## src/rtl/decoder_pkg.sv

```systemverilog
// Shared types and constants for the 3-to-8 one-hot decoder.
// Imported by the interface, the top-level decoder and its users.
package decoder_pkg;

    localparam int DEC_N_IN  = 3;
    localparam int DEC_N_OUT = 8;

    typedef logic [DEC_N_IN-1:0]  dec_sel_t;
    typedef logic [DEC_N_OUT-1:0] dec_onehot_t;

    localparam dec_onehot_t DEC_ALL_OFF = 8'h00;

    // True when exactly one line is active; convenient for monitors on the decode.
    function automatic logic dec_is_onehot(input dec_onehot_t v);
        logic [3:0] cnt;
        cnt = 4'd0;
        for (int i = 0; i < DEC_N_OUT; i++) begin
            cnt = cnt + {3'd0, v[i]};
        end
        return (cnt == 4'd1);
    endfunction

endpackage

```

## src/rtl/decoder_3to8_if.sv

```systemverilog
// Select/strobe bundle for decoder_3to8; en exists only when DECODER_ENABLE_EN is defined.
interface decoder_3to8_if;
    import decoder_pkg::*;

    dec_sel_t    three_input;
    dec_onehot_t eight_output;
`ifdef DECODER_ENABLE_EN
    logic        en;
`endif

    modport master (
`ifdef DECODER_ENABLE_EN
        output en,
`endif
        output three_input,
        input  eight_output
    );

    modport slave (
`ifdef DECODER_ENABLE_EN
        input  en,
`endif
        input  three_input,
        output eight_output
    );

endinterface

```

## src/rtl/decoder_1to2.sv

```systemverilog
// Enabled 1-to-2 decoder: the building block of the decode tree.
module decoder_1to2 (
    input  logic       en,
    input  logic       a,
    output logic [1:0] y
);

    assign y[0] = en & ~a;
    assign y[1] = en &  a;

endmodule

```

## src/rtl/decoder_3to8.sv

```systemverilog
// Registered binary-to-one-hot decoder built as a tree of decoder_1to2 cells.
// Optional macro DECODER_ENABLE_EN adds an enable; otherwise the tree root is tied high.
module decoder_3to8
    import decoder_pkg::*;
#(
    parameter int N_IN = DEC_N_IN
) (
    input  logic           clk,
    input  logic           rst,
    decoder_3to8_if.slave  bus
);

    localparam int N_OUT = 1 << N_IN;

    // Heap-numbered tree: node 1 is the root, node i feeds nodes 2i (bit=0) and 2i+1 (bit=1),
    // so leaf N_OUT+k is the line for code k.
    logic [2*N_OUT-1:1] node_s;
    logic [N_OUT-1:0]   out_d;
    logic [N_OUT-1:0]   out_q;

`ifdef DECODER_ENABLE_EN
    assign node_s[1] = bus.en;
`else
    assign node_s[1] = 1'b1;
`endif

    for (genvar lvl = 0; lvl < N_IN; lvl++) begin : g_level
        for (genvar j = 0; j < (1 << lvl); j++) begin : g_node
            localparam int IDX = (1 << lvl) + j;
            decoder_1to2 u_dec (
                .en (node_s[IDX]),
                .a  (bus.three_input[N_IN-1-lvl]),
                .y  (node_s[2*IDX +: 2])
            );
        end
    end

    // Leaf lines form the next registered decode.
    always_comb begin
        out_d = node_s[2*N_OUT-1:N_OUT];
    end

    // Output register; reset wins over everything.
    always_ff @(posedge clk) begin
        if (rst) begin
            out_q <= DEC_ALL_OFF;
        end else begin
            out_q <= out_d;
        end
    end

    assign bus.eight_output = out_q;

endmodule

```

## src/flat_wrapper.sv

```systemverilog
// flat-port wrapper written by rule: the top's interface ports become plain ports
module decoder_3to8_flat import decoder_pkg::*;
#(
    parameter int N_IN = DEC_N_IN
)
  (clk, rst, bus_three_input, bus_eight_output);
  decoder_3to8_if bus_i ();
  input  logic clk;
  input  logic rst;
  input wire logic [$bits(bus_i.three_input)-1:0] bus_three_input;
  output wire logic [$bits(bus_i.eight_output)-1:0] bus_eight_output;
  assign bus_i.three_input = bus_three_input;
  assign bus_eight_output = bus_i.eight_output;
  decoder_3to8 #(.N_IN(N_IN)) u_core (.clk(clk), .rst(rst), .bus(bus_i));
endmodule
```

## config.mk

```make
export PLATFORM = sky130hd
export DESIGN_NAME = decoder_3to8_flat
export DESIGN_NICKNAME = d
export VERILOG_FILES = /design/src/rtl/decoder_pkg.sv /design/src/rtl/decoder_3to8_if.sv /design/src/rtl/decoder_1to2.sv /design/src/rtl/decoder_3to8.sv /design/src/flat_wrapper.sv
export SDC_FILE = /design/constraint.sdc
export NUM_CORES = 1
export LEC_CHECK = 0
export CORE_AREA = 5 5 42 44
export CTS_BUF_LIST = sky130_fd_sc_hd__clkbuf_8
export CTS_CLUSTER_SIZE = 12
export DETAILED_ROUTE_END_ITERATION = 8
export DIE_AREA = 0 0 47 49
export SLEW_MARGIN = 20
export SYNTH_ARGS = -nofsm -noshare
export SYNTH_HDL_FRONTEND = slang
export SYNTH_SLANG_ARGS = --single-unit
```

## constraint.sdc

```tcl
create_clock -name clk -period 1.2 [get_ports clk]
set_clock_uncertainty 0.05 [all_clocks]
set_input_delay 0.18 -clock clk [delete_from_list [all_inputs] [get_ports clk]]
set_output_delay 0.18 -clock clk [all_outputs]
set_load 0.02 [all_outputs]
```

-- After elaboration in Yosys (flattened, before gate mapping)
Index checks and enable logic that the tools add are counted.
W data, S select, Z words.
- flip-flop bits (word level): 8
- latch bits: 0
- RAM bits: 0
- bits in read-only memories: 0
- input port bits: 5
- output and inout bits: 8
- word-level logic and storage cells: 16
- memories kept: 0
- $add $sub $neg: 0
- multiply operators: 0
- div/mod/pow operators: 0
- $lt $le $gt $ge: 0
- equal/unequal tests: 0
- shift operators: 0
- mux-type cells: 0
- bitwise logic cells: 15
- reductions and logical operators: 0
- operator list (cell ; number):
    $and A1 B1 Y1 ; 12
    $not A1 Y1 ; 3

-- Logic depth before layout (Yosys ltp)
Gate-level depths: netlist of run 1.
- depth after elaboration: 3
- mapped depth: 1
- depth with buffers taken out: 1

-- Cells and area by module
Synthesis of run 1 repeated with hierarchy kept, for this count alone.
- cell total of the unflattened synthesis: 31
- area, all modules: 327.8 um^2
- by module, submodules not included (module ; times used ; cells an instance ; area each (um^2)):
    decoder_3to8 ; 1 ; 17 ; 214.0
    decoder_1to2 ; 7 ; 2 ; 16.3

-- Worst setup path before layout of run 1
Ideal clock, no wire load.
- kind: reg2out
- start point: reg u_core.out_q[0], in the netlist u_core.bus.eight_output[0]
- end point: out bus_eight_output[0]
- arrival time: 0.395 ns
- path slack: 0.575 ns
- stages on the path, launching flop included: 1
- buffers on the path: 0
- cell sequence: dfxtp_1
- RTL lines (item ; RTL line ; RTL):
    from (decl) ; decoder_3to8.sv:19 ; logic [N_OUT-1:0] out_q;
    from (signal assigned) ; decoder_3to8.sv:48 ; out_q <= out_d;
    to (decl) ; flat_wrapper.sv:11 ; output wire logic [$bits(bus_i.eight_output)-1:0] bus_eight_output;
No word-level cell between the ends.

-- Final worst setup path of run 1
- start point: reg u_core.out_q[4], in the netlist u_core.bus.eight_output[4]
- end point: out bus_eight_output[4]
No word-level cell between the ends.

==> metrics.txt, run 1 <==
status=complete, no violations; Clock Tree Root=sky130_fd_sc_hd__clkbuf_8; pins over their slew limit=0; Worst Path Required=a little under 1 ns; Synthesis Warnings=0; TritonRoute pass-1 iters=2; y dimension of the die=between 40 and 50 um; transition time at the pin with the least slew margin=0.273 ns; total standard cell area after synthesis=roughly 240 um2; cell type contributing the most total cell area after synthesis=sky130_fd_sc_hd__dfxtp_1; EDFF count, synth=0; final weighted congestion of routability-driven global placement=between 0.7 and 0.8; effective utilization at floorplan=roughly 17%; Peak VDD IR=0.658 mV; dominant cell by count in the synthesized netlist=sky130_fd_sc_hd__dfxtp_1; CP max-delay cell=sky130_fd_sc_hd__dlygate4sd2_1; overall power=between 600 and 700 uW; worst-path fanout max=1; part of the Yosys area used for sequential elements=between 60 and 70%; count of cell types in the netlist=6; cells taking the most area after synthesis=sky130_fd_sc_hd__dfxtp_1 (67%), sky130_fd_sc_hd__nor4b_1 (11%), sky130_fd_sc_hd__and4bb_1 (10%), sky130_fd_sc_hd__and4bb_2 (5.2%), sky130_fd_sc_hd__and4b_1 (4.2%); via count of the first global-routing pass=approximately 190; RSZ-0062 raised after global routing=no; number of maximum-capacitance violations=0; Slew HR=between 80% and 90%; number of buffers inserted by port buffering=12; post-CTS setup repair buffer count=0; number of vias per cell=4.26; clock transition at the registers of the reported paths=~0.040 ns; wire length of the first global-routing pass=945 um; ports placed on the boundary=13; Leak Pwr=~0.19 nW; count of unresolved DRC violations after routing=0; final HPWL from detailed placement=roughly 440 um; PD cells=1580 nW/um2; CP bufs+invs=1; wire length reported by the detailed router=615 um; antenna violations before repair=0; Arrival @ worst endpoint=a little under 0.9 ns; synthesized netlist net count=21; Post-CTS Hold Buffers=0; clock tree from TritonCTS=yes; commonest cells in the synthesized netlist=sky130_fd_sc_hd__dfxtp_1 (8), sky130_fd_sc_hd__nor4b_1 (3), sky130_fd_sc_hd__and4bb_1 (2); share of Yosys cell area claimed by the top area cell type=around two thirds; area overhead of the layout relative to synthesis=71.4%; share of cells above drive strength 1=12.9%; worst stage delay on the critical path=around 0.34 ns; flip-flop count of the largest register, all copies and words added=8; CTS H-tree depth=1; number of fill cells=~160; worst hold path type=input port to flip-flop; floorplan die area=2300 um2; routed vias=200; Placed Area=380 um2; clk sinks=8; total number of nets in the final design=38; tightest hold margin=0.633 ns; number of diodes added for antenna fixing=0; maximum operating frequency=slightly above 900 MHz; Multi-input gate area=approximately 80 um2; Final Critical Period=between 1 and 1.5 ns; crit-path cells=dlygate4sd2_1; most frequently used flop master after synthesis=sky130_fd_sc_hd__dfxtp_1; Storage cell area=approximately 160 um2; Std-Cell Core Area=1400 um2; Die X-Extent=roughly 47 um; endpoint class of the critical path=primary output; overall routing resource usage=approximately 6.3%; met1 wire length=roughly 250 um; share of flip-flops with an asynchronous set or reset after synthesis=0%; WL/cell=between 10 and 15 um; highest signal layer in the routed design=met3; kind of critical path=flip-flop to primary output; largest net degree at the start of global routing=9; remaining antenna violation count=0; Mean Syn Cell Area=approximately 15 um2; register bit total from synthesis=8; TritonCTS buffer count=3; detailed router's first-iteration violation count=2; number of endpoints with negative hold slack in the final report=0; final worst path period share=about nine tenths; final standard cell area without fillers=slightly above 400 um2; wire length on met3=116 um; startpoint types=flip-flop; clock buffer depth=2; cell count after synthesis=16; Detail Route met2 WL=between 200 and 250 um; gate family responsible for the most delay along the worst path=buffers and inverters; setup-violating endpoint count in the final report=0; global-route congestion overflow total=0; standard-cell rows=14
## layout by cell type (no fill, tap or decap)
cell type,synthesis,layout
sky130_fd_sc_hd__and4b_1,1,1
sky130_fd_sc_hd__and4bb_1,2,2
sky130_fd_sc_hd__and4bb_2,1,1
sky130_fd_sc_hd__clkbuf_8,0,3
sky130_fd_sc_hd__clkdlybuf4s50_1,0,4
sky130_fd_sc_hd__dfxtp_1,8,8
sky130_fd_sc_hd__dlygate4sd2_1,0,8
sky130_fd_sc_hd__nor4_1,1,1
sky130_fd_sc_hd__nor4b_1,3,3
## through the flow
step	setup TNS, ns	utilization, %	worst slack (ns)	cells
2_1_floorplan	0	-	0.575	16
3_3_place_gp	0	27.1	0.0192	44
3_5_place_dp	-0.0521	27.1	-0.0462	44
4_1_cts	0	29.4	0.0801	47
5_1_grt	0	29.4	0.0464	47
6_report	0	29.4	0.0970	47
## layer usage
metal  vias to the layer above  global-route usage, %
met1                        92                   5.97
met5                         -                      0
met2                        13                   7.24
met3                         0                   6.64
met4                         0                   5.53
li1                         95                      -
## logic make-up (layout without fill, tap and decap cells)
logic type | after synthesis | count (layout) | synth area share (%)
flip-flops | 8 | 8 | 66.7
AND/OR/NAND/NOR | 8 | 8 | 33.3
buffers and inverters | 0 | 15 | 0
## layout make-up
cell class	count	share of cell area [%]
repair buffers	12	26.7
multi-input cells	8	19.5
flip-flops and latches	8	38.9
clock buffers	3	10.0
well taps	16	4.86
## report_power, final
group	leakage [nW]	internal (mW)	total (mW)	switching, mW
Sequential	0.0651	0.274	0.276	0.00148
Combinational	0.105	0.0257	0.0519	0.0263
Clock	0.0216	0.217	0.323	0.106
Total	0.192	0.517	0.651	0.133
## timing repair
item	4_1_cts	5_1_grt
hold endpoints to repair	0	0
endpoints found under the setup margin	8	0
gates resized for setup	8	0
## final timing paths
| check | start | to | slack (ns) | depth (start not counted) |
|---|---|---|---|---|
| max | u_core.bus.eight_output[4] | bus_eight_output[4] | 0.1 | 1 |
| min | bus_three_input[2] | u_core.bus.eight_output[1] | 0.63 | 2 |
(Power assumes the default switching activity.)
==> run 2, diff against run 1 <==
- ABC_CLOCK_PERIOD_IN_PS: default -> 1200
- PLACE_DENSITY: default -> 0.41
==> run 2 against run 1 <==
Critical path depth is the same. Clock-buffer cell count is the same. Final cell count is the same. Via count shrank 9.5%. Flip-flop and latch count is the same. Global-route usage shrank 0.92 points. Sequential power is essentially flat. First-iteration DRC count shrank 50%. Worst setup slack gained 0.014 ns. Sequential share of layout area is the same. Combinational power shrank 3%. Clock power shrank 3%. Critical path type unchanged. Highest routed layer unchanged.
==> metrics.txt, run 2 (synthesized netlist as in run 1, its figures left out) <==
setup-violating endpoint count in the final report=0; proportion of total power due to net switching=roughly a fifth; crit-path cells=dlygate4sd2_1; post-CTS setup repair buffer count=0; final worst path period share=approximately nine tenths; gate family responsible for the most delay along the worst path=buffers and inverters; CP startpoint=u_core.bus.eight_output[1]; clk sinks=8; Leak Pwr=0.192 nW; number of buffers inserted by port buffering=12; remaining antenna violation count=0; ports placed on the boundary=13; routed vias=~180; kind of critical path=flip-flop to primary output; count of unresolved DRC violations after routing=0; pins over their slew limit=0; WL/cell=roughly 11 um; detailed router's first-iteration violation count=1; post-cts gate resize count=8; Std-Cell Core Area=roughly 1400 um2; startpoint of the most critical hold path=rst; share of cells above drive strength 1=approximately 13%; status=complete, no violations; Post-CTS Hold Buffers=0; overall routing resource usage=5.36%; Slew HR=between 80 and 90%; internal power component=roughly 520 uW; number of maximum-capacitance violations=0; final total negative setup slack=0 ns; portion of total power attributed to the clock network=49.0%; Clock Tree Root=sky130_fd_sc_hd__clkbuf_8; Worst Hold Path Cells=2; final HPWL from detailed placement=approximately 350 um; maximum operating frequency=slightly above 900 MHz; global-route congestion overflow total=0; y dimension of the die=49 um; standard-cell rows=14; wire length of the first global-routing pass=between 800 and 900 um; TritonCTS buffer count=3; worst stage delay on the critical path=around 0.33 ns; CP max-delay cell=sky130_fd_sc_hd__dlygate4sd2_1; PD cells=about 1600 nW/um2; Arrival @ worst endpoint=roughly 0.86 ns; endpoint class of the critical path=primary output; wire length reported by the detailed router=around 500 um; worst-path fanout max=1; net switching power of the design=between 100 and 150 uW; floorplan die area=2300 um2; Die X-Extent=approximately 47 um; commonest non-fill, non-tap cells in the layout=sky130_fd_sc_hd__dlygate4sd2_1 (8), sky130_fd_sc_hd__dfxtp_1 (8), sky130_fd_sc_hd__clkdlybuf4s50_1 (4); flip-flop count of the largest register, all copies and words added=8; final weighted congestion of routability-driven global placement=~0.62; RSZ-0062 raised after global routing=no; via count of the first global-routing pass=191; terminating pin of the worst hold path=u_core.bus.eight_output[1]; Comb power frac=between 7 and 8%; Peak VDD IR=about 0.54 mV; clock buffer depth=2; transition time at the pin with the least slew margin=0.256 ns; total number of nets in the final design=38; utilization of the core after routing=29.4%; area overhead of the layout relative to synthesis=71.4%; clock tree from TritonCTS=yes; Worst Path Required=between 0.9 and 1 ns; CP bufs+invs=1; portion of total power attributed to sequential cells=a little over two fifths; final standard cell area without fillers=412 um2; largest net degree at the start of global routing=9; Placed Area=380 um2; clock transition at the registers of the reported paths=approximately 0.04 ns; number of diodes added for antenna fixing=0; CTS H-tree depth=1; number of vias per cell=approximately 3.9; TritonRoute pass-1 iters=2; tightest hold margin=0.617 ns; Final Critical Period=around 1.1 ns; number of endpoints with negative hold slack in the final report=0; worst hold path type=input port to flip-flop; effective utilization at floorplan=between 10% and 20%; antenna violations before repair=0; startpoint types=flip-flop
-- run 2: cell type report --
class | instances | area [um2]
multi-input combinational | 8 | 80.1
clock buffer | 3 | 41.3
sequential | 8 | 160
tap | 16 | 20.0
fill | 155 | 990
timing repair buffer | 12 | 110
-- run 2: per-stage QoR --
| stage | instances | power (mW) | setup slack, ns |
|---|---|---|---|
| after floorplan | 16 | 0.299 | 0.575 |
| after CTS | 47 | 0.648 | 0.0953 |
| after global placement | 44 | 0.335 | 0.00674 |
| after detailed placement | 44 | 0.336 | 0.00976 |
| after global routing | 47 | 0.671 | 0.0529 |
| final | 47 | 0.640 | 0.111 |
-- run 2: power groups by stage --
stage | Sequential, mW | Clock (mW) | Combinational, mW
CTS | 0.276 | 0.321 | 0.0507
global route | 0.276 | 0.341 | 0.0539
finish | 0.276 | 0.314 | 0.0504
global placement | 0.280 | 0 | 0.0551
floorplan | 0.290 | 0 | 0.00890
detailed placement | 0.280 | 0 | 0.0554
-- run 2: worst max-delay path by stage --
stage | end | slack [ns] | depth (start not counted)
2_1_floorplan | bus_eight_output[0] | 0.57 | 0
3_3_place_gp | u_core.bus.eight_output[1] | 0.007 | 2
3_5_place_dp | u_core.bus.eight_output[3] | 0.01 | 2
4_1_cts | bus_eight_output[1] | 0.1 | 1
5_1_grt | bus_eight_output[1] | 0.05 | 1
6_report | bus_eight_output[1] | 0.11 | 1
-- run 2: per-layer routing --
metal / vias up / wire (um) / share of wire, % / GRT usage [%]
met4: 0 / 0 / 0 / 5.53
met2: 10 / 215 / 43 / 5.88
li1: 94 / - / - / -
met5: - / 0 / 0 / 0
met1: 77 / 198 / 40 / 6.64
met3: 0 / 81 / 16 / 2.95
